### src/rtl/flow_topk2_index.sv
// rtl/flow_topk2_index.sv - streaming per-frame arg-extreme finder with second-best index
module flow_topk2_index #(
  parameter int DATAWIDTH = 64,
  parameter int AWIDTH    = 8,
  parameter int MODE      = 0,
  parameter int SIGNED    = 0
) (
  input  logic                 clk,
  input  logic                 rst,
  input  logic [DATAWIDTH-1:0] din,
  input  logic                 din_tvalid,
  input  logic                 din_tlast,
  output logic [DATAWIDTH-1:0] dout_value,
  output logic [AWIDTH-1:0]    dout,
  output logic [AWIDTH-1:0]    dout_second,
  output logic                 dout_second_valid,
  output logic [AWIDTH:0]      dout_count,
  output logic                 dout_ovf,
  output logic                 dout_tvalid
);

  localparam int CW = AWIDTH + 1;
  localparam logic [CW-1:0] CNT_MAX = '1;

  function automatic logic better(input logic [DATAWIDTH-1:0] a, input logic [DATAWIDTH-1:0] b);
    logic gt;
    logic lt;
    if (SIGNED != 0) begin
      gt = $signed(a) > $signed(b);
      lt = $signed(a) < $signed(b);
    end else begin
      gt = a > b;
      lt = a < b;
    end
    return (MODE == 0) ? gt : lt;
  endfunction

  logic [DATAWIDTH-1:0] best_val, sec_val, nxt_best_val, nxt_sec_val;
  logic [AWIDTH-1:0]    best_idx, sec_idx, nxt_best_idx, nxt_sec_idx;
  logic                 sec_vld, nxt_sec_vld;
  logic [CW-1:0]        cnt, nxt_cnt;
  logic                 ovf, nxt_ovf;
  logic [AWIDTH-1:0]    idx;

  // cnt doubles as the index of the incoming sample; its top bit marks out-of-range samples
  assign idx = cnt[AWIDTH-1:0];

  always_comb begin
    nxt_best_val = best_val;
    nxt_best_idx = best_idx;
    nxt_sec_val  = sec_val;
    nxt_sec_idx  = sec_idx;
    nxt_sec_vld  = sec_vld;
    nxt_cnt      = cnt;
    nxt_ovf      = ovf;
    if (din_tvalid) begin
      if (!cnt[AWIDTH]) begin
        if (cnt == '0) begin
          nxt_best_val = din;
          nxt_best_idx = idx;
          nxt_sec_vld  = 1'b0;
        end else if (better(din, best_val)) begin
          nxt_sec_val  = best_val;
          nxt_sec_idx  = best_idx;
          nxt_sec_vld  = 1'b1;
          nxt_best_val = din;
          nxt_best_idx = idx;
        end else if (!sec_vld || better(din, sec_val)) begin
          nxt_sec_val  = din;
          nxt_sec_idx  = idx;
          nxt_sec_vld  = 1'b1;
        end
      end else begin
        nxt_ovf = 1'b1;
      end
      if (cnt != CNT_MAX) nxt_cnt = cnt + CW'(1);
    end
  end

  always_ff @(posedge clk) begin
    if (rst) begin
      best_val          <= '0;
      best_idx          <= '0;
      sec_val           <= '0;
      sec_idx           <= '0;
      sec_vld           <= 1'b0;
      cnt               <= '0;
      ovf               <= 1'b0;
      dout_value        <= '0;
      dout              <= '0;
      dout_second       <= '0;
      dout_second_valid <= 1'b0;
      dout_count        <= '0;
      dout_ovf          <= 1'b0;
      dout_tvalid       <= 1'b0;
    end else begin
      dout_tvalid <= 1'b0;
      if (din_tvalid && din_tlast) begin
        dout_value        <= nxt_best_val;
        dout              <= nxt_best_idx;
        dout_second       <= nxt_sec_vld ? nxt_sec_idx : '0;
        dout_second_valid <= nxt_sec_vld;
        dout_count        <= nxt_cnt;
        dout_ovf          <= nxt_ovf;
        dout_tvalid       <= 1'b1;
        // clear in the tlast cycle so the next cycle can start a new frame
        best_val <= '0;
        best_idx <= '0;
        sec_val  <= '0;
        sec_idx  <= '0;
        sec_vld  <= 1'b0;
        cnt      <= '0;
        ovf      <= 1'b0;
      end else begin
        best_val <= nxt_best_val;
        best_idx <= nxt_best_idx;
        sec_val  <= nxt_sec_val;
        sec_idx  <= nxt_sec_idx;
        sec_vld  <= nxt_sec_vld;
        cnt      <= nxt_cnt;
        ovf      <= nxt_ovf;
      end
    end
  end

endmodule
### config.mk
export PLATFORM = sky130hd
export DESIGN_NAME = flow_topk2_index
export DESIGN_NICKNAME = d
export VERILOG_FILES = /design/src/rtl/flow_topk2_index.sv
export SDC_FILE = /design/constraint.sdc
export NUM_CORES = 1
export LEC_CHECK = 0
export ABC_CLOCK_PERIOD_IN_PS = 2910
export BUFFER_PORTS_ARGS = -buffer_cell sky130_fd_sc_hd__buf_2
export CAP_MARGIN = 20
export CORE_MARGIN = 3
export CORE_UTILIZATION = 46
export CTS_BUF_LIST = sky130_fd_sc_hd__clkbuf_16
export DETAILED_ROUTE_END_ITERATION = 8
export PLACE_DENSITY = 0.64
export SLEW_MARGIN = 20
export SYNTH_ARGS = -nofsm -noshare
export SYNTH_HDL_FRONTEND = slang
export SYNTH_SLANG_ARGS = --single-unit
### constraint.sdc
create_clock -name clk -period 2.91 [get_ports clk]
set_clock_uncertainty 0.15 [all_clocks]
set_input_delay 0.582 -clock clk [delete_from_list [all_inputs] [get_ports clk]]
set_output_delay 0.582 -clock clk [all_outputs]
set_load 0.02 [all_outputs]
# --- After elaboration in Yosys (flattened, before gate mapping) ---
# Cells that the tools add are included.
totals:
  input_bits: 68
  word_cells: 60
  register_bits: 247
  out_inout_bits: 92
classes:
  eq_ne: 1
  addsub: 1
  n_reduce_logical: 7
  n_bitwise: 2
  n_mux: 33
  order_cmp: 2
op_table:
  columns: ["cell", "count"]
  rows:
  - ["$mux W64", 6]
  - ["$gt A64 B64 Y1", 2]
  - ["$mux W8", 10]
  - ["$mux W9", 2]
  - ["$mux W1", 15]
  - ["$add A9 B1 Y9 const B", 1]
  - ["$logic_not A9 Y1", 1]
  - ["$ne A9 B9 Y1 const B", 1]
  - ["$reduce_and A4 Y1", 1]
  - ["$not A1 Y1", 2]
  - ["$reduce_bool A2 Y1", 1]
  - ["$reduce_or A2 Y1", 1]
  - ["$logic_and A1 B1 Y1", 1]
  - ["$logic_not A1 Y1", 1]
  - ["$logic_or A1 B1 Y1", 1]

# --- Logic depth before layout (Yosys ltp) ---
depth:
  depth_word: 15
  mapped_depth: 13
  ltp_nobuf: 11

# --- Least setup slack after synthesis ---
# No wires, ideal clock.
synth_timing:
  path_kind: "input -> register"
  start: "input port din[58]"
  end: "register dout_value[0]"
  n_path_buf: 2
  required_ps: 2632
  slack_ps: -147
  cell_stages: 12
  setup_time_ps: 128
  arrival_ps: 2779
  path_cell_list: "ha_1 > nand4_1 > or4_1 > nor2_1 > nand2_1 > nor3_2 > a21oi_2 > o21bai_1 > buf_4 > buf_6 > mux2i_1 > o21ai_1"
synth_via:
  elab_chain_len: 8
synth_lines:
  columns: ["element", "line_no", "rtl"]
  rows:
  - ["start, declared", "10", "input logic [DATAWIDTH-1:0] din,"]
  - ["$gt A64 B64 Y1", "32", "gt = a > b;"]
  - ["$mux W1", "58", "if (cnt == '0) begin"]
  - ["$mux W1", "57", "if (!cnt[AWIDTH]) begin"]
  - ["$mux W1", "56", "if (din_tvalid) begin"]
  - ["$mux W64", "62", "end else if (better(din, best_val)) begin"]
  - ["$mux W64", "58", null]
  - ["$mux W64", "57", null]
  - ["$mux W64", "56", null]
  - ["end signal, assigned", "99", "dout_value <= nxt_best_val;"]
  - ["end, declared", "13", "output logic [DATAWIDTH-1:0] dout_value,"]
# No other way between the ends. The select of a mux whose other input is x is not followed.
# A chain may end at the register's enable or synchronous reset.

# --- Worst setup path in the final report ---
layout_timing:
  start: "register best_val[58]"
  end: "register sec_val[30]"
layout_via:
  elab_chain_len: 6
  elab_cells_between_ends: 7
  cone_classes: "1 x order compare; 4 x mux; 2 x reduce/logical"
layout_lines:
  columns: ["element", "line_no", "rtl"]
  rows:
  - ["start, declared", "38", "logic [DATAWIDTH-1:0] best_val, sec_val, nxt_best_val, nxt_sec_val;"]
  - ["start signal, assigned", "115", "best_val <= nxt_best_val;"]
  - ["$gt A64 B64 Y1 *", "32", null]
  - ["$mux W1 *", "58", null]
  - ["$mux W1 *", "57", null]
  - ["$mux W1 *", "56", null]
  - ["$reduce_bool A2 Y1 (no source line)", null, null]
  - ["$reduce_and A4 Y1 (no source line)", null, null]
  - ["end signal, assigned", "117", "sec_val <= nxt_sec_val;"]
  - ["end, declared", "38", null]
# Mark *: on every way between the ends. The rest lies on a longest branch, timed or not. The select of a mux whose other input is x is not followed.

==> flow_summary.ini <==
[routing]
drc = 0
drt_pre_antenna_iters = 5
viasPerCell = 5.40
post_drt_wl_per_cell_um = 17.8
vias = 11200
ant_nets = 0
wl_mm = 36.9
first_iter_violations = 761

[yosys]
synth_seq_area_share_pct = 40.9
synth_fa_ha_area_share_pct = 13.5
synth_top_family_by_area = compound AO/OA/AOI/OAI gates
syn-num-nets = 1579
syn_inst = 1381
async_flop_share_pct = 0
synth_area_per_cell_sq_um = 8.75
ys.flop_type = dfxtp_1
synth-edff-count = 0
netlist_area_sq_um = 12100
synth_xor_area_share_pct = 0.290
synth.distinct_cells = 52
ys_warn_count = 0
synth.area.mux_share_pct = 11.3
synth-compound-area-share_pct = 15.2
ys_ff_latch = 247
synth-simple-area-share_pct = 11.7

[min_path]
min_path_cells = 2
hp-class = input port to register

[sta]
final-hold-violation-count = 0
timing.final.crit_share_pct = 111
max_slew_margin_pct = 54.6
slew_viol_final = 0
tightest_slew_ns = 0.680
max_freq_mhz = 310
layout_setup_ws_ns = -0.313
setup_viol = 224
rsz0062_at_grt = yes
period_needed_ns = 3.22

[clocking]
cts_sinks = 247
htree_levels = 1
clk_latency_ns = 0.54
clk_pin_slew_ns = 0.06
numCtsBuffers = 28
postCtsHoldBufs = 0
clock_path_buffers = 3
cts_root_buf = clkbuf_16
cts_tree = yes

[critical_path]
r2r_cells = 16
critPathMaxFanout = 8
endpoint_kind = register
cp.arrival_ns = 3.49
required_ns = 3.18
worstSetupStartpointType = register
critPathKind = register to register

[finish]
utilization_pct = 70.7
area_delta_synth_final_pct = 49.0
instances_no_fill = 2077
layout-drive-gt1-share_pct = 39.5
fill_cells = 1893
fin_area_sq_um = 18000
num-nets-final = 1922

[global_route]
grt_usage_pct = 24.5
antenna_found_initial = 1
grt_pass1_vias = 11200
grt_pass1_wl_mm = 57.4
grt-ovfl-total = 0
grt_max_degree = 40

[placed_design]
pre_cts_slack_ns = -0.829
numPortBuffers = 159
gp_congestion = 0.852
placedInstanceArea_sq_um = 14700
dp_hpwl_mm = 23.3
dp.cells = 1985

[floorplan]
dieArea_sq_um = 28300
initial_utilization_pct = 47.5
core_sq_um = 25500
rows = 58
ios = 160
die_w_um = 168
die_height_um = 168

[pwr]
finalPower_mw = 9.66
ir_drop_mv = 0.456
power-per-cell-area_nw_per_um2 = 536
leakage_nw = 7.34

[outcome]
status = complete, but fails checks
violations = negative setup slack

[flow_run]
max-cap-violations = 0
## what timing repair did
action                     4_1_cts  5_1_grt
pin swaps                       20       21
setup endpoints to repair      224      224
resized for setup              271      136
cloned                          10        6
setup buffers                   18        8
## critical path, cell delays in order, from the launching register on
cell,delay (ns)
dfxtp_2,0.33
inv_2,0.04
ha_4,0.25
nand4_1,0.15
buf_4,0.19
or4_4,0.55
nor2_4,0.11
buf_6,0.11
o211ai_1,0.12
a21oi_2,0.19
buf_4,0.15
buf_6,0.09
a22o_4,0.15
buf_12,0.17
buf_12,0.13
buf_16,0.14
a21oi_2,0.06
## cells in the mapped netlist, drive strengths merged (21+ instances only)
library cell | number | area [sq um]
mux2i | 136 | 1360
dfxtp | 247 | 4940
inv | 136 | 510
clkbuf | 43 | 161
buf | 26 | 191
o21ai | 169 | 846
nand4 | 27 | 169
nand2 | 131 | 492
nand3 | 21 | 105
a21oi | 121 | 609
nor2 | 102 | 383
ha | 130 | 1630
## routing by layer
metal	GRT usage, %	routed length (um)	part of all wire (%)	vias to the layer above
met4	5.66	850	2.3	0
li1	-	-	-	5528
met1	33.1	16600	45	5344
met5	0	0	0	-
met3	4.11	1860	5.0	65
met2	41.2	17600	48	271
## state kept, by name, indices dropped and copies added (netlist names), 9 cells and up
| name | flops |
|---|---|
| dout_count | 9 |
| sec_val | 64 |
| best_val | 64 |
| dout_value | 64 |
| cnt | 9 |
## path summary, 6_finish.rpt
path                                startpoint              to  slack [ns]
worst min register to register  dout_value[38]  dout_value[38]        0.29
worst min-delay path                       rst        dout_ovf        0.13
worst max-delay path              best_val[58]     sec_val[30]       -0.31
worst max register to register    best_val[58]     sec_val[30]       -0.31
## stage by stage
step | hold slack (ns) | setup TNS [ns]
6_report | 0.130 | -54.42
5_1_grt | 0.131 | -85.14
4_1_cts | 0.111 | -36.87
3_5_place_dp | 0.283 | -149.97
3_3_place_gp | 0.280 | -137.40
2_1_floorplan | 0.288 | -0.852
## cell type report
type	count	area (sq um)	share of cell area, %
Timing Repair Buffer	382	3080	17.1
Inverter	136	510	2.83
Tap cell	330	413	2.29
Clock inverter	23	213	1.18
Antenna cell	1	2.50	0.0139
Clock buffer	29	726	4.03
Sequential cell	247	4980	27.6
Multi-Input combinational cell	929	8090	44.9
## cell families (layout without fill, tap and decap cells)
kind of cell               count (synthesis)  count (layout)
AOI/OAI and AO/OA                        338             338
xor gates and xnor gates                   4               4
adders and majority gates                130             130
buffers and inverters                    205             570
DFF                                      247             247
muxes                                    136             136
other                                      0               1
and+or+nand+nor                          321             321
## cells in the final DEF, fill, tap and decap left out, drive strengths merged, types with 5 or more instances in the layout
cell type / count
a221oi: 5
a21o: 6
clkinv: 12
dfxtp: 247
nor2: 102
inv: 141
nor3: 14
clkbuf: 35
nand3: 21
nand2: 131
buf: 376
a222oi: 5
mux2i: 136
ha: 130
nand4: 27
a21oi: 121
o21ai: 169
nor4: 7
## where the power goes
group / internal [mW] / switching, mW / leakage, nW
logic: 1.15 / 1.23 / 4.84
registers: 3.56 / 0.118 / 2.02
clock network: 2.15 / 1.45 / 0.479
Note: power is estimated with default switching activity, not from simulation.
